$ cat config.mk
export PLATFORM = sky130hd
export DESIGN_NAME = seg_split
export DESIGN_NICKNAME = d
export VERILOG_FILES = /design/src/rtl/seg_split.sv
export SDC_FILE = /design/constraint.sdc
export NUM_CORES = 1
export LEC_CHECK = 0
export ABC_AREA = 1
export ABC_CLOCK_PERIOD_IN_PS = 1600
export CAP_MARGIN = 30
export CORE_MARGIN = 1
export CORE_UTILIZATION = 40
export DETAILED_ROUTE_END_ITERATION = 7
export SLEW_MARGIN = 20
export SYNTH_ARGS = -nofsm -noshare
export SYNTH_HDL_FRONTEND = slang
export SYNTH_SLANG_ARGS = --single-unit
$ cat constraint.sdc
create_clock -name clk -period 1.6 [get_ports clk]
set_input_delay 0.24 -clock clk [delete_from_list [all_inputs] [get_ports clk]]
set_output_delay 0.24 -clock clk [all_outputs]
set_load 0.02 [all_outputs]
$ cat src/rtl/seg_split.sv
// seg_split: splits a clipped signed modulator code into a coarse count
// (18-element segment, weight 4) and a fine count (6-element segment,
// weight 1) with 4*VB + VC = code. The ambiguous middle residue alternates
// between the two legal splits to balance element usage. Alongside, a small
// FSM flags sustained overload and a counter tallies saturated samples.
// Two register stages: stage 1 clips, stage 2 splits and drives the outputs.
module seg_split (
  input  logic              clk,
  input  logic              rstn,
  input  logic signed [7:0] D_IN,
  input  logic              D_VLD,
  input  logic              SEG_SEL,
  output logic signed [5:0] VB,
  output logic signed [3:0] VC,
  output logic              VOUT_VLD,
  output logic              OVL,
  output logic [7:0]        SAT_CNT
);

  localparam logic signed [7:0] CLIP_POS = 8'sd74;
  localparam logic signed [7:0] CLIP_NEG = -8'sd74;

  typedef enum logic [1:0] {
    ST_NRM,
    ST_SATP,
    ST_OVL,
    ST_RECV
  } ovl_state_t;

  // ---------------------------------------------------------------- stage 1
  logic signed [7:0] dc_clip;
  logic              sat_clip;

  logic              v1;
  logic signed [7:0] dc1;
  logic              sat1;
  logic              seg1;

  // Clip the incoming code to the representable range and flag saturation.
  // NOTE: every always_comb output gets a default first so no path can
  // leave a value unassigned and infer a latch.
  always_comb begin
    dc_clip  = D_IN;
    sat_clip = 1'b0;
    if (D_IN > CLIP_POS) begin
      dc_clip  = CLIP_POS;
      sat_clip = 1'b1;
    end else if (D_IN < CLIP_NEG) begin
      dc_clip  = CLIP_NEG;
      sat_clip = 1'b1;
    end
  end

  // Stage-1 register. SEG_SEL travels with the sample so a change of the
  // balancing mode applies from the sample it was presented with onward.
  // NOTE: sequential state uses non-blocking assignments so every register
  // samples pre-edge values regardless of statement order.
  always_ff @(posedge clk or negedge rstn) begin
    if (!rstn) begin
      v1   <= 1'b0;
      dc1  <= '0;
      sat1 <= 1'b0;
      seg1 <= 1'b0;
    end else begin
      v1   <= D_VLD;
      seg1 <= SEG_SEL;
      if (D_VLD) begin
        dc1  <= dc_clip;
        sat1 <= sat_clip;
      end
    end
  end

  // ---------------------------------------------------------------- stage 2
  logic              t;
  logic              t_eff;
  logic signed [7:0] base;
  logic signed [7:0] base_p1;
  logic [1:0]        r;
  logic              forced_pos;
  logic              forced_neg;
  logic              toggle;
  logic signed [5:0] vb_next;
  logic signed [3:0] vc_next;

  // Split: base = floor(dc/4) via arithmetic shift, residue from low bits.
  // At +/-74 only one split fits the segment ranges, so T is ignored there.
  always_comb begin
    base       = dc1 >>> 2;
    base_p1    = base + 8'sd1;
    r          = dc1[1:0];
    forced_pos = (dc1 == CLIP_POS);
    forced_neg = (dc1 == CLIP_NEG);
    t_eff      = t & ~seg1;
    toggle     = 1'b0;
    vb_next    = base[5:0];
    vc_next    = 4'sd0;
    case (r)
      2'd0: begin
        vb_next = base[5:0];
        vc_next = 4'sd0;
      end
      2'd1: begin
        vb_next = base[5:0];
        vc_next = 4'sd1;
      end
      2'd3: begin
        vb_next = base_p1[5:0];
        vc_next = -4'sd1;
      end
      default: begin
        if (forced_pos) begin
          vb_next = base[5:0];
          vc_next = 4'sd2;
        end else if (forced_neg) begin
          vb_next = base_p1[5:0];
          vc_next = -4'sd2;
        end else begin
          toggle = 1'b1;
          if (t_eff) begin
            vb_next = base_p1[5:0];
            vc_next = -4'sd2;
          end else begin
            vb_next = base[5:0];
            vc_next = 4'sd2;
          end
        end
      end
    endcase
  end

  // Balancing toggle: held at 0 while balancing is disabled, otherwise flips
  // after each unforced middle-residue sample.
  always_ff @(posedge clk or negedge rstn) begin
    if (!rstn) begin
      t <= 1'b0;
    end else if (seg1) begin
      t <= 1'b0;
    end else if (v1 && toggle) begin
      t <= ~t;
    end
  end

  // Output register: new split on a valid stage-1 sample, otherwise hold.
  always_ff @(posedge clk or negedge rstn) begin
    if (!rstn) begin
      VB       <= '0;
      VC       <= '0;
      VOUT_VLD <= 1'b0;
      SAT_CNT  <= '0;
    end else begin
      VOUT_VLD <= v1;
      if (v1) begin
        VB <= vb_next;
        VC <= vc_next;
        if (sat1 && (SAT_CNT != 8'hFF)) begin
          SAT_CNT <= SAT_CNT + 8'd1;
        end
      end
    end
  end

  // ------------------------------------------------------------ overload FSM
  ovl_state_t state, state_n;
  logic [2:0] run, run_n;
  logic [4:0] clr, clr_n;

  // State, run-length and recovery counters.
  always_ff @(posedge clk or negedge rstn) begin
    if (!rstn) begin
      state <= ST_NRM;
      run   <= '0;
      clr   <= '0;
      OVL   <= 1'b0;
    end else begin
      state <= state_n;
      run   <= run_n;
      clr   <= clr_n;
      OVL   <= (state_n == ST_OVL) || (state_n == ST_RECV);
    end
  end

  // Next-state logic; advances only on valid stage-1 samples so OVL lands
  // on the same edge as the split of the sample that caused the change.
  always_comb begin
    state_n = state;
    run_n   = run;
    clr_n   = clr;
    if (v1) begin
      case (state)
        ST_NRM: begin
          if (sat1) begin
            state_n = ST_SATP;
            run_n   = 3'd1;
          end
        end
        ST_SATP: begin
          if (!sat1) begin
            state_n = ST_NRM;
            run_n   = 3'd0;
          end else if (run == 3'd3) begin
            state_n = ST_OVL;
            run_n   = 3'd0;
          end else begin
            run_n = run + 3'd1;
          end
        end
        ST_OVL: begin
          if (!sat1) begin
            state_n = ST_RECV;
            clr_n   = 5'd1;
          end
        end
        default: begin
          if (sat1) begin
            state_n = ST_OVL;
            clr_n   = 5'd0;
          end else if (clr == 5'd15) begin
            state_n = ST_NRM;
            clr_n   = 5'd0;
          end else begin
            clr_n = clr + 5'd1;
          end
        end
      endcase
    end
  end

endmodule

==> results.md <==
- R2R Path End: VB[1]
- Final #Nets: 339
- Vias: 1,896
- Worst Hold Slack: 0.387 ns
- Std-Cell Rows: 26
- Cell Chain, Critical Path: clkdlybuf4s50_1
- Slew Viols, Final: 0
- Core Area: 5200 um^2
- Min-delay worst type: primary input to flip-flop
- CP max stage delay: 0.62 ns
- First-pass GRT wire length: 8200 um
- Number of buffers created by CTS: 5
- Reg2Reg Setup Slack: 0.13 ns
- Worst Hold End: dc1[2]
- Die height: 76.3 um
- Routability Congestion: 0.806
- Peak supply drop: 0.710 mV
- Worst-path clk slew: 0.08 ns
- Post-synth EDFFs: 0
- TritonCTS clock tree: built
- Critical path depth: 1
- DIE AREA: 5830 um^2
- Max Root-Sink Buffers: 2
- Syn-to-layout area delta: 27.8%
- Routed Antenna Nets: 0
- Wirelength per Cell: 11.6 um
- Most frequent cells in the layout: nand2_1, dfrtp_1, inv_1
- Drt first pass iters: 4
- Synth warn: 0
- Largest net degree at the start of global routing: 21
- I/O pin count: 32
- Leakage: 1.39 nW
- Hold depth: 4
- Mapped Cells: 271
- Register Area: 1030 um^2
- Yosys cell types: 31
- Crit path arrival time: 1.30 ns
- Die W: 76.3 um
- Synth Flop Type: dfrtp_1
- PD cells: 1230 nW/um^2
- Power consumption: 3.47 mW
- Max cap viols: 0
- Gr ovfl total: 0
- Delay-heaviest family, CP: buffers and inverters
- Antenna cells: 0
- Initial Util: 42.5%
- CP bufs+invs: 1
- Fmax: 0.649 GHz
- Slew headroom: 68.5%
- Commonest non-fill, non-tap cell in the layout: nand2_1
- HPWL after detailed placement: 3330 um
- GRT Overall Usage: 17.7%
- Clock latency on the worst-skew pair: 0.29 ns
- Async S/R FF share, synth: 100%
- Hold_sp: D_IN[2]
- Final hold violations: 0
- Setup WS pre-CTS: -0.193 ns
- Layout fillers: 503
- Syn avg cell area: 8.16 um^2
- Outcome: completed
- Setup CP Type: flip-flop to output pin
- Number of global-route vias before repair: 1,763
- Share of layout cells above drive strength 1: 14.0%
- CTS Sinks: 41
- Syn_nets: 290
- 1st-iter DRT viols: 96
- Seq cells post-synth: 41
- CTS H-Tree Depth: 2
- Final WL: 4520 um
- Worst r2r src: dc1[2]
- Final worst setup slack: 0.0592 ns
- Setup-failing EPs final: 0
- # port buffers: 31
- Register area share after synthesis: 46.4%
- Startpoint Class: flip-flop
- Worst r2r path cells: 9
- Clk root buf: clkbuf_8
- Vias per cell: 4.85
- Mapped cell area: 2210 um^2
- DRC: 0
- CP endpoint kind: output pin
- Crit path max fanout: 4
- CP Data Required Time: 1.36 ns
- Final period demand of the worst path: 1.54 ns
- CP max stage cell: clkdlybuf4s50_1
- Clock Skew: 0.00706 ns
- RSZ-0062 raised after global routing: yes
- Part of the cycle the worst path needs: 96.3%
- Antenna violations before repair: 0
- Worst-Margin Slew: 0.472 ns
- Footprint of the multi-input gates: 1020 um^2
[kinds of logic (layout without fill, tap and decap cells)]
family / count (synthesis) / after routing / share of synthesized area, %
and+or+nand+nor: 116 / 116 / 24.3
AOI/OAI and AO/OA: 54 / 54 / 13.6
buffers and inverters: 43 / 93 / 7.70
DFF: 41 / 41 / 46.4
xor gates and xnor gates: 10 / 10 / 3.96
adders and majority gates: 7 / 7 / 3.96
[synthesized netlist by cell type (2+ instances only)]
cell type | number | area (um^2)
xor2_1 | 7 | 61.3
dfrtp_1 | 41 | 1030
inv_2 | 5 | 18.8
nand2_2 | 2 | 12.5
nor2_2 | 5 | 31.3
nand2_4 | 3 | 33.8
a211oi_1 | 2 | 15.0
nand3_1 | 22 | 110
buf_4 | 2 | 15.0
o21ai_1 | 2 | 10.0
a22oi_1 | 2 | 15.0
inv_1 | 33 | 124
ha_1 | 7 | 87.6
xnor2_1 | 3 | 26.3
o22ai_1 | 2 | 12.5
a31oi_1 | 3 | 18.8
nand4_1 | 3 | 18.8
o211ai_1 | 4 | 30.0
o21ai_0 | 21 | 105
a21oi_1 | 16 | 80.1
nand2_1 | 56 | 210
nand3_2 | 2 | 20.0
nor2_1 | 20 | 75.1
[where the power goes]
part	total, mW	switching, mW	internal, mW	leakage, nW
Sequential	1.46	0.211	1.25	0.505
Clock	0.864	0.355	0.509	0.0585
Combinational	1.14	0.649	0.493	0.823
[layer usage]
metal  share of wire [%]  GRT usage (%)
met1                  53           25.3
met4                 1.5           7.12
met2                  42           26.1
met3                 4.1           3.71
met5                   0              0
[final cells by class]
cell class	count	area share [%]
clock inverter	1	1.06
clock buffer	7	3.06
tap	70	3.10
timing repair buffer	46	15.1
multi-input combinational	187	36.2
inverter	39	5.18
sequential	41	36.3
[worst min-delay path, delay by kind of cell]
family / cells / cell delay, ns
buf+inv: 2 / 0.22
compound gates: 2 / 0.18
[per-stage QoR]
stage | TNS (ns) | area [um^2] | util [%] | instances
global route | -0.0226 | 2830 | 54.3 | 391
CTS | 0 | 2790 | 53.5 | 388
global placement | -0.996 | 2660 | 51.2 | 379
finish | 0 | 2830 | 54.3 | 391
floorplan | 0 | 2210 | - | 271
detailed placement | -1.29 | 2660 | 51.2 | 379
[worst max path at each step]
stage | from | endpoint
CTS | SAT_CNT[3] | SAT_CNT[3]
global route | dc1[3] | VB[1]
global placement | D_IN[3] | sat1
floorplan | SAT_CNT[1] | SAT_CNT[2]
finish | SAT_CNT[1] | SAT_CNT[1]
detailed placement | D_IN[3] | sat1
[flip-flops by register name (all words and copies together), names as in the netlist]
register	cells
VB	6
OVL	1
SAT_CNT	8
sat1	1
run	3
dc1	8
VOUT_VLD	1
VC	3
seg1	1
clr	5
v1	1
t	1
state	2
[what timing repair did]
item                                   in CTS  in global routing
hold buffers                                1                  0
gates resized for setup                     3                 10
pin swaps                                   0                  3
endpoints found under the hold margin      18                  0
buffers inserted                            0                  3
setup endpoints to repair                   3                 10
Power figures use the tool's default switching activity.
